**src/rtl/axi2rib_bridge.sv**
```systemverilog
// AXI4-Lite slave that turns single AXI transactions into RIB master accesses.
// Optional read-modify-write for partial strobes is enabled by defining AXI2RIB_RMW_EN.
module axi2rib_bridge #(
    parameter int unsigned TIMEOUT = 256
) (
    input  logic        clk,
    input  logic        rst,
    input  logic [31:0] s_awaddr,
    input  logic        s_awvalid,
    output logic        s_awready,
    input  logic [31:0] s_wdata,
    input  logic [3:0]  s_wstrb,
    input  logic        s_wvalid,
    output logic        s_wready,
    output logic [1:0]  s_bresp,
    output logic        s_bvalid,
    input  logic        s_bready,
    input  logic [31:0] s_araddr,
    input  logic        s_arvalid,
    output logic        s_arready,
    output logic [31:0] s_rdata,
    output logic [1:0]  s_rresp,
    output logic        s_rvalid,
    input  logic        s_rready,
    output logic        rib_req_o,
    output logic        rib_we_o,
    output logic [31:0] rib_addr_o,
    output logic [31:0] rib_data_o,
    input  logic [31:0] rib_data_i,
    input  logic        rib_gnt_i
);

    localparam int unsigned CNT_W = 16;
    localparam logic [CNT_W-1:0] CNT_LAST = CNT_W'(TIMEOUT - 1);

    localparam logic [1:0] RESP_OKAY   = 2'b00;
    localparam logic [1:0] RESP_SLVERR = 2'b10;

    localparam logic [2:0] ST_IDLE    = 3'd0;
    localparam logic [2:0] ST_RD_REQ  = 3'd1;
    localparam logic [2:0] ST_RD_RESP = 3'd2;
`ifdef AXI2RIB_RMW_EN
    localparam logic [2:0] ST_RMW_RD  = 3'd3;
`endif
    localparam logic [2:0] ST_WR_REQ  = 3'd4;
    localparam logic [2:0] ST_WR_RESP = 3'd5;

    logic [2:0]       state_q, state_d;
    logic [31:0]      addr_q, addr_d;
    logic [31:0]      wdata_q, wdata_d;
    logic [CNT_W-1:0] cnt_q, cnt_d;
    logic             rr_last_q, rr_last_d;   // 1: last serviced transaction was a read
    logic [31:0]      rdata_q, rdata_d;
    logic [1:0]       rresp_q, rresp_d;
    logic [1:0]       bresp_q, bresp_d;

    logic rd_pend, wr_pend, sel_rd, at_limit, in_req;

    // Word alignment discards the byte offset of incoming addresses.
    logic unused_addr_lsbs;
    assign unused_addr_lsbs = ^{s_awaddr[1:0], s_araddr[1:0]};

    assign rd_pend  = s_arvalid;
    assign wr_pend  = s_awvalid && s_wvalid;
    assign sel_rd   = rd_pend && (!wr_pend || !rr_last_q);
    assign at_limit = (cnt_q == CNT_LAST);

`ifdef AXI2RIB_RMW_EN
    logic [3:0]  wstrb_q, wstrb_d;
    logic [31:0] merged;

    // Strobed bytes come from the AXI write data, the rest from the word just read.
    always_comb begin
        merged = rib_data_i;
        for (int b = 0; b < 4; b++) begin
            if (wstrb_q[b]) begin
                merged[8*b +: 8] = wdata_q[8*b +: 8];
            end
        end
    end
`endif

    always_comb begin
        in_req = (state_q == ST_RD_REQ) || (state_q == ST_WR_REQ);
`ifdef AXI2RIB_RMW_EN
        if (state_q == ST_RMW_RD) begin
            in_req = 1'b1;
        end
`endif
    end

    assign rib_req_o  = in_req;
    assign rib_we_o   = (state_q == ST_WR_REQ);
    assign rib_addr_o = in_req ? addr_q : 32'h0;
    assign rib_data_o = (state_q == ST_WR_REQ) ? wdata_q : 32'h0;

    assign s_rvalid = (state_q == ST_RD_RESP);
    assign s_rdata  = rdata_q;
    assign s_rresp  = rresp_q;
    assign s_bvalid = (state_q == ST_WR_RESP);
    assign s_bresp  = bresp_q;

    always_comb begin
        state_d   = state_q;
        addr_d    = addr_q;
        wdata_d   = wdata_q;
        cnt_d     = cnt_q;
        rr_last_d = rr_last_q;
        rdata_d   = rdata_q;
        rresp_d   = rresp_q;
        bresp_d   = bresp_q;
`ifdef AXI2RIB_RMW_EN
        wstrb_d   = wstrb_q;
`endif
        s_arready = 1'b0;
        s_awready = 1'b0;
        s_wready  = 1'b0;

        case (state_q)
            ST_IDLE: begin
                if (sel_rd) begin
                    s_arready = 1'b1;
                    addr_d    = {s_araddr[31:2], 2'b00};
                    rr_last_d = 1'b1;
                    cnt_d     = '0;
                    state_d   = ST_RD_REQ;
                end else if (wr_pend) begin
                    s_awready = 1'b1;
                    s_wready  = 1'b1;
                    addr_d    = {s_awaddr[31:2], 2'b00};
                    wdata_d   = s_wdata;
                    rr_last_d = 1'b0;
                    cnt_d     = '0;
`ifdef AXI2RIB_RMW_EN
                    wstrb_d   = s_wstrb;
`endif
                    if (s_wstrb == 4'hF) begin
                        state_d = ST_WR_REQ;
                    end else if (s_wstrb == 4'h0) begin
                        bresp_d = RESP_OKAY;
                        state_d = ST_WR_RESP;
                    end else begin
`ifdef AXI2RIB_RMW_EN
                        state_d = ST_RMW_RD;
`else
                        bresp_d = RESP_SLVERR;
                        state_d = ST_WR_RESP;
`endif
                    end
                end
            end
            ST_RD_REQ: begin
                if (rib_gnt_i) begin
                    rdata_d = rib_data_i;
                    rresp_d = RESP_OKAY;
                    state_d = ST_RD_RESP;
                end else if (at_limit) begin
                    rdata_d = 32'h0;
                    rresp_d = RESP_SLVERR;
                    state_d = ST_RD_RESP;
                end else begin
                    cnt_d = cnt_q + CNT_W'(1);
                end
            end
`ifdef AXI2RIB_RMW_EN
            ST_RMW_RD: begin
                // The write phase gets a fresh timeout window.
                if (rib_gnt_i) begin
                    wdata_d = merged;
                    cnt_d   = '0;
                    state_d = ST_WR_REQ;
                end else if (at_limit) begin
                    bresp_d = RESP_SLVERR;
                    state_d = ST_WR_RESP;
                end else begin
                    cnt_d = cnt_q + CNT_W'(1);
                end
            end
`endif
            ST_WR_REQ: begin
                if (rib_gnt_i) begin
                    bresp_d = RESP_OKAY;
                    state_d = ST_WR_RESP;
                end else if (at_limit) begin
                    bresp_d = RESP_SLVERR;
                    state_d = ST_WR_RESP;
                end else begin
                    cnt_d = cnt_q + CNT_W'(1);
                end
            end
            ST_RD_RESP: begin
                if (s_rready) begin
                    state_d = ST_IDLE;
                end
            end
            ST_WR_RESP: begin
                if (s_bready) begin
                    state_d = ST_IDLE;
                end
            end
            default: begin
                state_d = ST_IDLE;
            end
        endcase
    end

    always_ff @(posedge clk) begin
        if (rst) begin
            state_q   <= ST_IDLE;
            addr_q    <= '0;
            wdata_q   <= '0;
            cnt_q     <= '0;
            rr_last_q <= 1'b0;
            rdata_q   <= '0;
            rresp_q   <= RESP_OKAY;
            bresp_q   <= RESP_OKAY;
`ifdef AXI2RIB_RMW_EN
            wstrb_q   <= '0;
`endif
        end else begin
            state_q   <= state_d;
            addr_q    <= addr_d;
            wdata_q   <= wdata_d;
            cnt_q     <= cnt_d;
            rr_last_q <= rr_last_d;
            rdata_q   <= rdata_d;
            rresp_q   <= rresp_d;
            bresp_q   <= bresp_d;
`ifdef AXI2RIB_RMW_EN
            wstrb_q   <= wstrb_d;
`endif
        end
    end

endmodule

```
**config.mk**
```make
export PLATFORM = sky130hd
export DESIGN_NAME = axi2rib_bridge
export DESIGN_NICKNAME = d
export VERILOG_FILES = /design/src/rtl/axi2rib_bridge.sv
export SDC_FILE = /design/constraint.sdc
export NUM_CORES = 1
export LEC_CHECK = 0
export CAP_MARGIN = 20
export CORE_ASPECT_RATIO = 0.6
export CORE_UTILIZATION = 41
export CTS_BUF_LIST = sky130_fd_sc_hd__clkbuf_16
export DETAILED_ROUTE_END_ITERATION = 16
export HOLD_SLACK_MARGIN = 0.15
export PLACE_DENSITY = 0.83
export SYNTH_ARGS = -nofsm -noshare
export SYNTH_HDL_FRONTEND = slang
export SYNTH_SLANG_ARGS = --single-unit
```
**constraint.sdc**
```tcl
create_clock -name clk -period 2.03 [get_ports clk]
set_input_delay 0.203 -clock clk [delete_from_list [all_inputs] [get_ports clk]]
set_output_delay 0.203 -clock clk [all_outputs]
set_load 0.02 [all_outputs]
```
==> summary.md <==
* **crit path DAT** 2.35 ns
* **class of the most critical hold timing path** in -> reg
* **cell area after placement** 7880 sq um
* **detailed-route via count** 5,447
* **depth of the CTS H-tree** 4
* **CP required** 2.37 ns
* **final global-route overflow total** 0
* **PwrDens** 882 nW/um^2
* **area added between synthesis and finish** 63.0%
* **Final Max Tran Viols** 0
* **fill count** 901
* **peak supply drop** 724 uV
* **cell area after technology mapping** 5150 sq um
* **maximum number of buffers from clock root to sink** 2
* **launch instance of the worst min-delay path** s_wdata[15]
* **register cell area after layout** 2330 sq um
* **type of the worst setup path** reg -> reg
* **R2R Setup Slk** 0.02 ns
* **top fanout value on the critical path** 7
* **clock slew at reported path FFs** 0.06 ns
* **Worst-Margin Slew** 0.490 ns
* **Hold Crit Endpoint** wdata_q[15]$_SDFFE_PP0P_
* **initial antenna violation count** 0
* **kind of start point of the critical path** register
* **effective utilization at floorplan** 0.425
* **Async SR Flop Fraction** 0
* **most common library cell in the layout ignoring fill and taps** clkdlybuf4s50_1
* **placer's final routability congestion estimate** 0.946
* **Wirelength per Cell** 16.3 microns
* **DPL Wire Length** 11.9 mm
* **finished layout cell area** 8400 sq um
* **First-pass DRT Iterations** 6
* **number of endpoints failing setup at the final stage** 0
* **minimum clock period** 2.01 ns
* **Clock Skews** 0.00986 ns
* **# nets final** 1,005
* **reg2reg path depth** 7
* **nature of the critical path endpoint** register
* **ratio of cells with drive above 1 in the final layout** 0.196
* **worst-skew pair later-pin latency** 0.40 ns
* **Hold Fails Final Rpt** 0
* **drt total wl** 17.0 mm
* **setup repair after global routing missed its margin** true
* **highest achievable clock rate** 498 MHz
* **DRT antenna net count** 0
* **CTS Root Buffer Type** clkbuf_16
* **horizontal die dimension** 147 microns
* **result of the run** complete, no violations
* **pin count of the biggest net entering global routing** 44
* **sequential fraction of the synthesis area** 0.450
* **die footprint** 13,000 sq um
* **FF-to-FF End** cnt_q[15]$_SDFFE_PP0P_
* **synth warn** 0
* **remaining max-slew budget at the tightest pin** 0.671
* **number of enable-type register cells in the synthesized netlist** 0
* **depth of the worst hold-timing path** 3
* **CTS tree** done
* **multi-input combinational cell area** 2720 sq um
* **post-layout power** 7.41 mW
* **start of the worst register-to-register path** state_q[1]$_SDFFE_PP0P_
* **Post-Synthesis Mean Instance Area** 8.34 sq um
* **first-pass GRT wire length** 25.8 mm
* **most common flop cell mapped by yosys** dfxtp_1
* **highest-count cells in the layout ignoring fill and taps** 168 x clkdlybuf4s50_1, 112 x dfxtp_1, 78 x nand2_1, 77 x nor2_1, 45 x a21oi_1
* **Vias/cell** 5.23
* **Core Footprint** 12,100 sq um
* **number of unique standard cell types used by synthesis** 45
* **Tcrit/Tclk final** 0.990
* **chip height** 88.9 microns
* **final routed DRC violation total** 0
* **clock buffer count from CTS** 17
* **count of maximum capacitance violations** 0
* **Site Rows** 31
* **Mapped Cells** 618
* **number of global-route vias before repair** 5,212
* **GR Util All Layers** 0.253
* **synthesis-stage register bit count** 116
* **diode insertion count for antenna repair** 0
* **I/O pin count** 247
* **number of DRC markers in iteration 0** 203
* **number of buffers inserted by port buffering** 238
* **leakage component of the power** 3.50 nW
* **TritonCTS sink count** 116
==> Yosys cell counts, drive strengths merged, types with 4 or more instances <==
cell type,number,area (sq um)
a211oi,31,233
a21oi,46,230
a22oi,32,240
and2,33,206
and3,35,219
buf,17,93.8
clkbuf,37,139
dfxtp,116,2320
inv,9,33.8
mux2i,32,320
nand2,78,293
nand3,6,30.0
nor2,79,299
o21ai,10,50.0
or3,9,56.3
or4,6,52.6
xor2,4,35.0
==> registers in the layout (all words and copies together) (netlist names) <==
signal and flops:
wdata_q 32, addr_q 30, s_rdata 32, rr_last_q 1, s_rresp 1, state_q 3
cnt_q 16, s_bresp 1
==> metal layers <==
metal	share of wire	up-vias	track usage	routed length, microns
li1	-	2648	-	-
met1	0.42	2547	0.302	7070
met2	0.49	229	0.434	8320
met3	0.078	23	0.0768	1320
met4	0.016	0	0.0994	271
met5	0	-	0	0
==> critical path, cell delays in order (launching register included) <==
cell and delay (ns):
dfxtp_1 0.35, buf_4 0.18, or3_4 0.39, buf_4 0.15
a21oi_4 0.16, o211ai_1 0.15, or4_1 0.46, nand2_1 0.11
==> timing repair <==
item / CTS / global route
gates cloned: 1 / 1
buffers inserted: 2 / 1
hold buffers: 1 / 0
endpoints found under the hold margin: 1 / 0
endpoints found under the setup margin: 70 / 92
pin swaps: 1 / 3
gates resized for setup: 171 / 114
==> cell families after synthesis <==
group           after synthesis  share of synthesized area
flops                       116                      0.450
mux                          32                     0.0621
other cells                   1                   0.000727
compound gates              137                      0.175
xor+xnor                      5                    0.00849
simple gates                263                      0.249
buf+inv                      63                     0.0517
fa+ha+maj                     1                    0.00243
==> area by class of cell <==
type,instances,area share
flip-flops and latches,116,0.277
inverters,9,0.00402
clock inverters,15,0.0158
repair buffers,278,0.305
clock buffers,17,0.0506
well taps,165,0.0246
multi-input cells,442,0.323
==> per-stage QoR <==
stage	TNS [ns]	util	hold WS, ns	worst slack, ns	std cells
finish	0	0.692	0.347	0.0201	1042
detailed placement	-0.0250	0.649	0.444	-0.0144	1005
global placement	-0.0564	0.649	0.438	-0.0336	1005
CTS	-0.988	0.692	0.336	-0.0739	1041
global route	-0.0217	0.692	0.338	-0.0161	1042
floorplan	0	-	0.339	0.158	621
==> where the power goes <==
part / internal [mW] / switching (mW)
clock: 1.69 / 1.12
sequential: 2.48 / 0.114
combinational: 0.973 / 1.03
==> worst max path at each step <==
| stage | start | end | slack (ns) | cells past startpoint |
|---|---|---|---|---|
| after detailed placement | s_awvalid | s_wready | -0.01 | 6 |
| final | state_q[1]$_SDFFE_PP0P_ | cnt_q[15]$_SDFFE_PP0P_ | 0.02 | 7 |
| after global placement | s_awvalid | s_wready | -0.03 | 6 |
| after CTS | state_q[2]$_SDFFE_PP0P_ | rib_addr_o[23] | -0.07 | 7 |
| after global routing | state_q[1]$_SDFFE_PP0P_ | cnt_q[5]$_SDFFE_PP0P_ | -0.02 | 6 |
| after floorplan | cnt_q[8]$_SDFFE_PP0P_ | s_rdata[16]$_SDFFE_PP0P_ | 0.16 | 6 |
Power figures use the tool's default switching activity.
